**config.mk**
```make
export PLATFORM = sky130hd
export DESIGN_NAME = vram_slot_arbiter
export DESIGN_NICKNAME = d
export VERILOG_FILES = /design/src/rtl/tankb_vid_pkg.sv /design/src/rtl/vram_slot_decode.sv /design/src/rtl/vram_slot_arbiter.sv
export SDC_FILE = /design/constraint.sdc
export NUM_CORES = 1
export LEC_CHECK = 0
export ABC_AREA = 1
export CAP_MARGIN = 5
export CORE_MARGIN = 2
export CORE_UTILIZATION = 35
export DETAILED_ROUTE_END_ITERATION = 10
export PLACE_DENSITY_LB_ADDON = 0.12
export SETUP_SLACK_MARGIN = 0.5
export SYNTH_ARGS = -nofsm -noshare
export SYNTH_HDL_FRONTEND = slang
export SYNTH_HIERARCHICAL = 1
export SYNTH_SLANG_ARGS = --single-unit
```
**constraint.sdc**
```tcl
create_clock -name clk -period 1.38 [get_ports clk]
set_input_delay 0.207 -clock clk [delete_from_list [all_inputs] [get_ports clk]]
set_output_delay 0.207 -clock clk [all_outputs]
set_load 0.02 [all_outputs]
```
**src/rtl/tankb_vid_pkg.sv**
```systemverilog
// Shared types and defaults for the playfield VRAM slot arbiter.
package tankb_vid_pkg;

  localparam int VRAM_AW = 10;
  localparam int VRAM_DW = 8;

  // H[2:0] phase that opens the video tile fetch slot.
  localparam logic [2:0] FETCH_PHASE_DEF = 3'd0;

  typedef enum logic [1:0] {
    IDLE = 2'd0,
    VID  = 2'd1,
    CPU  = 2'd2,
    ACK  = 2'd3
  } arb_state_t;

endpackage

```
**src/rtl/vram_slot_decode.sv**
```systemverilog
// Decodes the horizontal phase and blanking flags into the video fetch slot.
// Build option VRAM_VBLANK_CPU_PRIORITY_EN suppresses fetch slots during vblank.
module vram_slot_decode
  import tankb_vid_pkg::*;
#(
  parameter logic [2:0] FETCH_PHASE = FETCH_PHASE_DEF
) (
  input  logic [2:0] h_phase,
  input  logic       hblank,
  input  logic       vblank,
  output logic       fetch_slot
);

`ifdef VRAM_VBLANK_CPU_PRIORITY_EN
  // Fetch slot only on visible lines outside vblank; the CPU owns every vblank slot.
  always_comb begin
    fetch_slot = (h_phase == FETCH_PHASE) & ~hblank & ~vblank;
  end
`else
  logic unused_vblank;
  assign unused_vblank = vblank;

  // Fetch slot on every line with hblank low, independent of vblank.
  always_comb begin
    fetch_slot = (h_phase == FETCH_PHASE) & ~hblank;
  end
`endif

endmodule

```
**src/rtl/vram_slot_arbiter.sv**
```systemverilog
// Shares the single-port playfield VRAM between the Z80 and the tile-fetch pipe.
// One slot is one pixel period; the video fetch has fixed priority, the CPU is
// held on cpu_wait until its slot completes. Build option:
// VRAM_VBLANK_CPU_PRIORITY_EN (no fetch slots during vblank, see vram_slot_decode).
module vram_slot_arbiter
  import tankb_vid_pkg::*;
#(
  parameter int         AW          = VRAM_AW,
  parameter int         DW          = VRAM_DW,
  parameter logic [2:0] FETCH_PHASE = FETCH_PHASE_DEF
) (
  input  logic          clk,
  input  logic          nRESET,
  input  logic          pix_ce,
  input  logic [8:0]    h_cnt,
  input  logic [7:0]    v_cnt,
  input  logic          hblank,
  input  logic          vblank,
  input  logic          cpu_req,
  input  logic          cpu_we,
  input  logic [AW-1:0] cpu_addr,
  input  logic [DW-1:0] cpu_wdata,
  output logic          cpu_wait,
  output logic          cpu_ack,
  output logic [DW-1:0] cpu_rdata,
  output logic [AW-1:0] vram_addr,
  output logic          vram_we,
  output logic [DW-1:0] vram_wdata,
  input  logic [DW-1:0] vram_rdata,
  output logic [DW-1:0] tile_code,
  output logic          tile_stb
);

  arb_state_t    state;
  arb_state_t    state_nxt;
  logic          fetch_slot;
  logic [AW-1:0] vid_addr;
  logic [9:0]    tile_idx;
  logic          slot_end;

  // H256 and the sub-tile rows of V do not take part in addressing.
  logic [3:0] unused_cnt;
  assign unused_cnt = {h_cnt[8], v_cnt[2:0]};

  assign tile_idx = {v_cnt[7:3], h_cnt[7:3]};
  assign slot_end = pix_ce;

  vram_slot_decode #(
    .FETCH_PHASE (FETCH_PHASE)
  ) u_decode (
    .h_phase    (h_cnt[2:0]),
    .hblank     (hblank),
    .vblank     (vblank),
    .fetch_slot (fetch_slot)
  );

  // The CPU only counts as granted once its access has completed.
  assign cpu_wait = cpu_req & (state != ACK);

  // State register; moves only at pixel-slot boundaries.
  always_ff @(posedge clk or negedge nRESET) begin
    if (!nRESET) state <= IDLE;
    else         state <= state_nxt;
  end

  // Next state: fetch beats CPU in IDLE; a CPU request waiting behind a fetch
  // takes the very next slot; a request still held in ACK is not re-served.
  always_comb begin
    state_nxt = state;
    if (slot_end) begin
      case (state)
        IDLE: begin
          if (fetch_slot)   state_nxt = VID;
          else if (cpu_req) state_nxt = CPU;
        end
        VID:     state_nxt = cpu_req ? CPU : IDLE;
        CPU:     state_nxt = ACK;
        ACK:     if (!cpu_req) state_nxt = IDLE;
        default: state_nxt = IDLE;
      endcase
    end
  end

  // RAM port mux; the write strobe is confined to the single pix_ce clock of the CPU slot.
  always_comb begin
    vram_addr  = '0;
    vram_wdata = '0;
    vram_we    = 1'b0;
    case (state)
      VID: vram_addr = vid_addr;
      CPU: begin
        vram_addr  = cpu_addr;
        vram_wdata = cpu_wdata;
        vram_we    = cpu_we & pix_ce;
      end
      default: ;
    endcase
  end

  // Tile index captured when the fetch slot opens so it is stable for the whole slot.
  always_ff @(posedge clk or negedge nRESET) begin
    if (!nRESET)                                     vid_addr <= '0;
    else if (slot_end && state == IDLE && fetch_slot) vid_addr <= AW'(tile_idx);
  end

  // Tile code capture and strobe at the end of the fetch slot.
  always_ff @(posedge clk or negedge nRESET) begin
    if (!nRESET) begin
      tile_code <= '0;
      tile_stb  <= 1'b0;
    end else begin
      tile_stb <= slot_end && state == VID;
      if (slot_end && state == VID) tile_code <= vram_rdata;
    end
  end

  // CPU completion: one-clock ack, read data held until the next CPU read.
  always_ff @(posedge clk or negedge nRESET) begin
    if (!nRESET) begin
      cpu_ack   <= 1'b0;
      cpu_rdata <= '0;
    end else begin
      cpu_ack <= slot_end && state == CPU;
      if (slot_end && state == CPU && !cpu_we) cpu_rdata <= vram_rdata;
    end
  end

endmodule
```
==> results of run 1 <==
-- cells by family after synthesis --
kind of cell	after synthesis	share of synthesized area [%]
buf+inv	39	11.7
flops	30	47.4
compound gates	28	10.8
simple gates	99	26.2
fa+ha+maj	5	3.95
-- layout make-up --
class                   instances  share of cell area (%)
repair buffers                108                    33.5
multi-input cells             135                    32.7
flip-flops and latches         30                    22.8
inverters                      31                    4.67
clock buffers                   6                    2.50
well taps                      52                    1.97
clock inverters                 2                    1.82
-- report_power, final --
part           internal [mW]  switching [mW]  leakage, nW  total (mW)
clock network          0.770           0.343       0.0714        1.11
registers               1.28           0.333        0.381        1.62
logic                   1.97            2.07         1.09        4.03
-- registers in the layout, summed over array words and instances (netlist names) --
signal	count
cpu_ack	1
tile_stb	1
cpu_rdata	8
tile_code	8
state	2
vid_addr	10
-- cells in the mapped netlist --
cell	instances	area, µm²
o21ai_0	8	40.0
inv_1	29	109
nand2_2	1	6.26
o21ai_2	8	70.1
inv_4	1	6.26
ha_1	5	62.6
buf_4	1	7.51
nor2_1	3	11.3
a21oi_1	12	60.1
buf_6	4	45.0
clkinv_1	1	3.75
dfrtp_1	30	751
nand2_4	3	33.8
buf_2	2	10.0
clkbuf_1	1	3.75
nand2_1	78	293
nand3_1	14	70.1
-- final timing paths --
| path | from | end | depth (start not counted) |
|---|---|---|---|
| max in group asynchronous | nRESET | state[1] | 2 |
| hold reg to reg | vid_addr[2] | vid_addr[2] | 2 |
| min in group clk | h_cnt[5] | vid_addr[2] | 3 |
| setup / recovery | state[1] | vram_addr[3] | 5 |
| setup reg to reg | state[1] | state[1] | 8 |
| hold / removal | nRESET | vid_addr[8] | 2 |
-- metrics by stage --
step / setup WS [ns] / hold WS, ns / utilization, % / cells / area [µm²]
4_1_cts: -0.279 / 0.289 / 73.3 / 358 / 3190
2_1_floorplan: 0.0549 / -0.0886 / - / 201 / 1890
3_5_place_dp: -0.470 / 0.469 / 64.5 / 341 / 2810
5_1_grt: -0.338 / 0.290 / 75.7 / 364 / 3300
3_3_place_gp: -0.425 / 0.464 / 64.5 / 341 / 2810
6_report: -0.293 / 0.285 / 75.7 / 364 / 3300
-- per-layer routing --
layer	routed length, µm	vias up	part of all wire, %	global-route usage (%)
li1	-	845	-	-
met1	2100	770	42	25.7
met2	2400	67	48	34.3
met3	450	4	9.0	6.33
met4	33	0	0.66	4.40
met5	0	-	0	0
-- repair_timing --
item | CTS | global route
gates cloned | 3 | 0
resized for setup | 251 | 18
pin swaps | 8 | 6
buffers inserted | 6 | 6
hold endpoints to repair | 0 | 0
endpoints found under the setup margin | 68 | 68
==> results.md, run 1 <==
- Seq/Total Area, Yosys: between 40% and 50%
- Worst vdd ir: between 1 and 1.5 mV
- DRC: 0
- Final net count: 366
- DP Wirelength: 3.33 mm
- Seq. cell area: 752 µm²
- Worst Path Required: ~1.2 ns
- # setup viols final: 20
- Initial antenna violation count: 0
- Core area: roughly 0.0044 mm²
- Hold Fails Final Rpt: 0
- Crit path cell chain: inv_4 -> ha_4 -> clkinv_8 -> a21oi_4 -> buf_6
- CP delay by family, top: flip-flops
- Crit Path Category: reg2out
- Startpoint types: register
- Largest net degree at the start of global routing: 31
- ANT nets after route: 0
- Commonest non-fill, non-tap cell in the layout: nand2_1
- Via count: between 1500 and 2000
- Die W: a little over 70 µm
- Max-slew violations: 0
- Flops & latches, synth: 30
- Max FO, Critical Path: 10
- TritonCTS Buffers: 5
- Setup TNS: -5.33 ns
- Part of the cycle the worst path needs: 121%
- Power Total: 6.76 mW
- Die area: just over 0.005 mm²
- WL final: 4.99 mm
- Fillers: a little over 300
- Hold Crit Class: in2async
- Routed vias/inst: about 4.6
- Slew @ Worst Pin: around 0.31 ns
- I/O Buffers: just over 80
- P&R area growth vs syn: 108%
- CTS Sinks: 30
- # H-tree levels: 2
- Worst slew margin: 79.1%
- RSZ-0062 raised after global routing: true
- Cell area power density: between 2000 and 2500 mW/mm²
- Worst Path Buf+Inv: 3
- Clk slew on worst S/H paths: about 0.070 ns
- Boundary Pins: 88
- Worst Skew: ~0.0036 ns
- Failing checks: negative setup slack
- Critical path's largest stage delay: 0.43 ns
- DRT iter0 DRCs: 46
- Worst Path Arrival: 1.47 ns
- Max Buffers Root-to-Sink: 2
- Syn Area/Cell: between 7 and 8 µm²
- Multi-input gate area: between 0.001 and 0.0015 mm²
- Tot GR Track Use: roughly a fifth
- CTS tree: yes
- Pleak: between 1.5 and 2 nW
- Final min period: 1.67 ns
- Drt first pass iters: 4
- GP Congestion: 0.842
- Gr ovfl total: 0
- # hold bufs at CTS: 0
- Layout cell share with drive strength beyond 1: between 50% and 60%
- Critical path endpoint category: output pin
- Row count: 24
- R2R Setup Slk: 0 ns
- Die height: a little over 70 µm
- Gate Count Post-Synth: about 200
- Synth unique cells: 17
- Max-cap viol count: 0
- Synth Cell Area: roughly 0.0016 mm²
- Synth Net Count: ~260
- Setup ws final: -0.293 ns
- Peak Freq: ~600 MHz
- Starting Density: between 30% and 40%
- First-pass GRT wire length: between 8 and 9 mm
- Most frequent cells in the layout: nand2_1, clkdlybuf4s50_1, buf_6
- Vias in the first global route: ~1700
- Avg WL per Cell: ~14 µm
- N_diodes: 0
- Ys Warns: 6
- Critical path's slowest cell: dfrtp_2
- Clk_lat worst skew: 0.28 ns
- Outcome: finished with violations
- Clock root cell: clkbuf_8
(Power assumes the default switching activity.)
==> run 2: changes to the inputs <==
Settings changed: PLACE_DENSITY set to 0.77, PLACE_DENSITY_LB_ADDON 0.12 to unset.
==> run 2 against run 1 <==
The run still ends with negative setup slack left. Register-to-register slack worse by 0.25 ns. Maximum frequency down 3.7%. Utilization up 5.7 points. Clock-buffer cell count up 1. Die area unchanged. Critical endpoint is now vram_wdata[6]. Largest cell class unchanged.
==> results.md, run 2 (synthesis results as in run 1) <==
- Outcome: finished with violations
- Failing checks: negative setup slack
- Crit Path Category: reg2out
- Setup TNS: -8.61 ns (-3.28 ns)
- Layout cell share with drive strength beyond 1: 61.8% (+9.9 points)
- R2R Setup Slk: -0.25 ns (-0.25 ns)
- Dpl cells: 341 (unchanged)
- # setup viols final: 40 (+100%)
- CTS Sinks: 30 (unchanged)
- Gr ovfl total: 0 (unchanged)
- Cell area power density: 2070 mW/mm² (+0.94%)
- Die height: 71.2 µm (unchanged)
- Biggest regs: vid_addr: 10 flops, cpu_rdata: 8 flops, tile_code: 8 flops
- Max FO, Critical Path: 8 (-2)
- Worst vdd ir: 1.36 mV (+4.3%)
- Worst Skew: 0.00433 ns (+0.000759 ns)
- WL final: 6.60 mm (+32%)
- # H-tree levels: 2 (unchanged)
- Slew @ Worst Pin: 0.341 ns (+0.0271 ns)
- Power Total: 7.35 mW (+8.6%)
- Max Buffers Root-to-Sink: 2 (unchanged)
- Peak Freq: 576 MHz (-3.7%)
- Avg WL per Cell: 17.5 µm (+28%)
- Final min period: 1.74 ns (+0.0641 ns)
- RSZ-0062 raised after global routing: true
- ANT nets after route: 0 (unchanged)
- Worst Path Required: 1.17 ns (about the same)
- Startpoint types: register
- Fin util: 81.5% (+5.7 points)
- Placed cell area: 0.00282 mm² (+0.45%)
- Row count: 24 (unchanged)
- Largest net degree at the start of global routing: 31 (unchanged)
- Starting Density: 36.4% (unchanged)
- Clk slew on worst S/H paths: 0.07 ns (about the same)
- Worst slew margin: 77.3% (-1.8 points)
- Largest register FFs: 10 (unchanged)
- GP Congestion: 0.735 (-13%)
- Reg-to-reg endpoint: cpu_rdata[2]
- First-pass GRT wire length: 8.84 mm (+9.8%)
- Pleak: 1.69 nW (+9.6%)
- Final instance area: 0.00355 mm² (+7.6%)
- DP Wirelength: 3.15 mm (-5.4%)
- DRC: 0 (unchanged)
- Clock root cell: clkbuf_8
- Drt first pass iters: 4 (unchanged)
- Via count: 1920 (+14%)
- P&R area growth vs syn: 124%
- Hold Fails Final Rpt: 0 (unchanged)
- Depth of the most critical reg-to-reg path: 11 (+3)
- Finished Layout Cells: 377 (+3.6%)
- Die W: 71.2 µm (unchanged)
- Worst Path Arrival: 1.53 ns (+0.06 ns)
- # hold bufs at CTS: 0 (unchanged)
- Tot GR Track Use: 22.1% (+1.8 points)
- N_diodes: 0 (unchanged)
- Max-cap viol count: 0 (unchanged)
- Final net count: 379 (+3.6%)
- CTS tree: yes
- Top reg by flops: vid_addr
- Setup ws final: -0.357 ns (-0.0641 ns)
- Max-slew violations: 0 (unchanged)
- I/O Buffers: 82 (unchanged)
- Vias in the first global route: 1844 (+9.9%)
- Routed vias/inst: 5.09 (+10%)
- Worst reg2reg path startpoint: state[0]
- Die area: 0.00508 mm² (unchanged)
- Part of the cycle the worst path needs: 126% (+4.6 points)
- Commonest non-fill, non-tap cell in the layout: buf_6
- TritonCTS Buffers: 5 (unchanged)
- Pre-CTS setup slack: -0.462 ns (+0.00768 ns)
- Boundary Pins: 88 (unchanged)
- Clk_lat worst skew: 0.28 ns (about the same)
- DRT iter0 DRCs: 133 (+190%)
- Critical path endpoint category: output pin
- Hold Slack: 0.278 ns (-0.00740 ns)
- Hold Crit Class: in2async
- Core area: 0.00435 mm² (unchanged)
- Most frequent cells in the layout: buf_6, clkdlybuf4s50_1, nand2_2
- Initial antenna violation count: 0 (unchanged)
-- run 2: per-layer routing --
layer / GRT usage, % / part of all wire [%] / up-vias
met4: 6.29 / 3.2 / 0
met5: 0 / 0 / -
met1: 25.6 / 38 / 937
met2: 40.4 / 52 / 100
li1: - / - / 862
met3: 5.20 / 6.8 / 21
-- run 2: worst max path at each step --
stage / from / to / slack (ns)
floorplan: state[0] / vram_addr[0] / 0.05
global placement: state[1] / vram_addr[7] / -0.43
detailed placement: state[0] / vram_addr[3] / -0.46
CTS: state[0] / vram_addr[2] / -0.29
global route: state[0] / vram_wdata[6] / -0.37
finish: state[0] / vram_wdata[6] / -0.36
-- run 2: final cells by class --
type	count	area, µm²
Timing Repair Buffer	119	1270
Multi-Input combinational cell	136	1210
Inverter	31	151
Sequential cell	30	752
Clock buffer	7	86.3
Timing Repair inverter	1	8.76
Fill cell	246	806
Tap cell	52	65.1
Clock inverter	1	5.00
-- run 2: where the power goes --
group          switching, mW  internal [mW]
clock                  0.350          0.402
combinational           2.49           2.42
sequential             0.403           1.28
-- run 2: repair_timing --
item	in CTS	in global routing
cloned	4	1
pin swaps	14	10
resized for setup	296	28
endpoints found under the setup margin	68	68
buffers inserted	12	11
-- run 2: worst max-delay path: stages (launching register included) --
cell and delay [ns]:
dfrtp_1 0.41, inv_2 0.13, buf_4 0.15, ha_4 0.17
buf_12 0.16, nand2_4 0.05, inv_2 0.06, buf_6 0.11
==> run 3: changes to the inputs <==
Settings changed: CORE_ASPECT_RATIO set to 1.2, SLEW_MARGIN set to 20.
==> run 3 against run 2 <==
The run still ends with negative setup slack left. Sequential power fell by 4%. Worst hold slack gained 0.0041 ns. Design area shrank 2.3%. Critical path depth fell by 1. Critical endpoint is now vram_we. Largest power group unchanged.
==> results.md, run 3 (synthesis results as in run 1) <==
- Critical path endpoint category: output pin
- RSZ-0062 raised after global routing: true
- # setup viols final: 31 (-23%)
- Avg WL per Cell: 14.8 µm (-15%)
- I/O Buffers: 82 (unchanged)
- Largest register FFs: 10 (unchanged)
- Worst Path Required: 1.17 ns (about the same)
- Max-slew violations: 0 (unchanged)
- Worst reg2reg path startpoint: state[0]
- Depth of the most critical reg-to-reg path: 10 (-1)
- Routed vias/inst: 4.74 (-6.9%)
- Boundary Pins: 88 (unchanged)
- Worst Skew: 0.00211 ns (-0.00222 ns)
- DRT iter0 DRCs: 49 (-63%)
- Vias in the first global route: 1878 (+1.8%)
- CTS Sinks: 30 (unchanged)
- Biggest regs: vid_addr: 10 flops, cpu_rdata: 8 flops, tile_code: 8 flops
- CTS tree: yes
- Most frequent cells in the layout: clkdlybuf4s50_1, nand2_1, buf_6
- End of the critical path: vram_we
- Layout cell share with drive strength beyond 1: 56.8% (-5.1 points)
- Seq. cell area: 752 µm² (unchanged)
- Commonest non-fill, non-tap cell in the layout: clkdlybuf4s50_1
- Gr ovfl total: 0 (unchanged)
- Startpoint types: register
- Fillers: 265 (+7.7%)
- Final min period: 1.68 ns (-0.0581 ns)
- Top reg by flops: vid_addr
- Hold Fails Final Rpt: 0 (unchanged)
- Max-cap viol count: 0 (unchanged)
- Fin util: 80.7% (-0.75 points)
- Die W: 65.4 µm (-8.2%)
- Tot GR Track Use: 22.1% (about the same)
- Dpl cells: 345 (+1.2%)
- DRC: 0 (unchanged)
- Row count: 26 (+8.3%)
- Max FO, Critical Path: 4 (-4)
- Worst Setup SP: state[1]
- Clk_lat worst skew: 0.28 ns (about the same)
- P&R area growth vs syn: 119%
- ANT nets after route: 0 (unchanged)
- Via count: 1802 (-6.1%)
- Core area: 0.00429 mm² (-1.4%)
- First-pass GRT wire length: 8.67 mm (-1.9%)
- Worst vdd ir: 1.34 mV (-1.1%)
- DP Wirelength: 3.16 mm (+0.33%)
- Final net count: 378 (-0.26%)
- Hold Slack: 0.282 ns (+0.00406 ns)
- Setup TNS: -7.06 ns (+1.56 ns)
- Initial antenna violation count: 0 (unchanged)
- Max Buffers Root-to-Sink: 2 (unchanged)
- Hold Crit Class: in2async
- Worst Path Arrival: 1.47 ns (-0.06 ns)
- Failing checks: negative setup slack
- Cell area power density: 2080 mW/mm² (+0.54%)
- Multi-input gate area: 0.00115 mm² (-5.3%)
- Finished Layout Cells: 380 (+0.80%)
- Largest net degree at the start of global routing: 31 (unchanged)
- Worst slew margin: 81.8% (+4.5 points)
- Clock root cell: clkbuf_8
- Outcome: finished with violations
- Pre-CTS setup slack: -0.482 ns (-0.0193 ns)
- Pleak: 1.63 nW (-3.3%)
- Drt first pass iters: 4 (unchanged)
- N_diodes: 0 (unchanged)
- Clk slew on worst S/H paths: 0.07 ns (about the same)
- Part of the cycle the worst path needs: 122% (-4.2 points)
- Reg-to-reg endpoint: state[1]
- Starting Density: 36.9% (+0.51 points)
- # H-tree levels: 2 (unchanged)
- Die height: 77.7 µm (+9.0%)
- GP Congestion: 0.763 (+3.8%)
- WL final: 5.62 mm (-15%)
- R2R Setup Slk: -0.26 ns (about the same)
- Die area: 0.00508 mm² (about the same)
- TritonCTS Buffers: 5 (unchanged)
- Setup ws final: -0.299 ns (+0.0581 ns)
- Crit Path Category: reg2out
- Slew @ Worst Pin: 0.273 ns (-0.0682 ns)
- Peak Freq: 596 MHz (+3.5%)
-- run 3: changes by cell type in the layout (fill, tap and decap cells not counted), sizes merged --
cell    previous run  this run
nand2             86        85
clkinv             3         2
clkbuf             7         6
inv               30        29
bufinv             0         2
buf               75        76
-- run 3: critical path: stages, from the launching register on --
cell     delay (ns)
dfrtp_2        0.45
buf_4          0.15
ha_4           0.17
buf_4          0.15
nand2_4        0.07
nor2_4         0.04
buf_4          0.15
-- run 3: layout make-up --
class / instances / share of cell area (%)
Clock buffer: 6 / 2.38
Inverter: 31 / 4.37
Multi-Input combinational cell: 135 / 33.2
Clock inverter: 2 / 1.73
Tap cell: 56 / 2.02
Timing Repair Buffer: 120 / 34.6
Sequential cell: 30 / 21.7
-- run 3: through the flow --
stage          area [µm²]  total power [mW]
6_report             3470              7.22
2_1_floorplan        1890              3.64
4_1_cts              3280              6.78
5_1_grt              3470              7.59
3_3_place_gp         2810              4.87
3_5_place_dp         2810              4.94
-- run 3: power by group --
part | switching [mW] | internal, mW
combinational | 2.26 | 2.20
clock | 0.345 | 0.770
sequential | 0.350 | 1.28
total | 2.96 | 4.26
-- run 3: routing by layer --
metal | global-route usage [%] | wire (µm) | vias up
met1 | 23.4 | 2100 | 860
met5 | 0 | 0 | -
met2 | 40.8 | 3080 | 73
met4 | 6.04 | 52 | 0
met3 | 7.39 | 387 | 8
li1 | - | - | 861
-- run 3: worst min path at each step --
stage                start            to  slack [ns]  depth (start not counted)
2_1_floorplan       nRESET       cpu_ack       -0.09                          0
3_3_place_gp   vid_addr[3]   vid_addr[3]        0.46                          2
3_5_place_dp   vid_addr[8]   vid_addr[8]        0.47                          2
4_1_cts             nRESET   vid_addr[4]        0.29                          2
5_1_grt             nRESET      tile_stb        0.29                          2
6_report            nRESET  cpu_rdata[6]        0.28                          2
-- run 3: repair_timing --
item | CTS | global route
cloned | 3 | 0
setup endpoints to repair | 68 | 68
pin swaps | 12 | 9
hold buffers | 0 | 0
resized for setup | 259 | 31
buffers inserted | 13 | 11
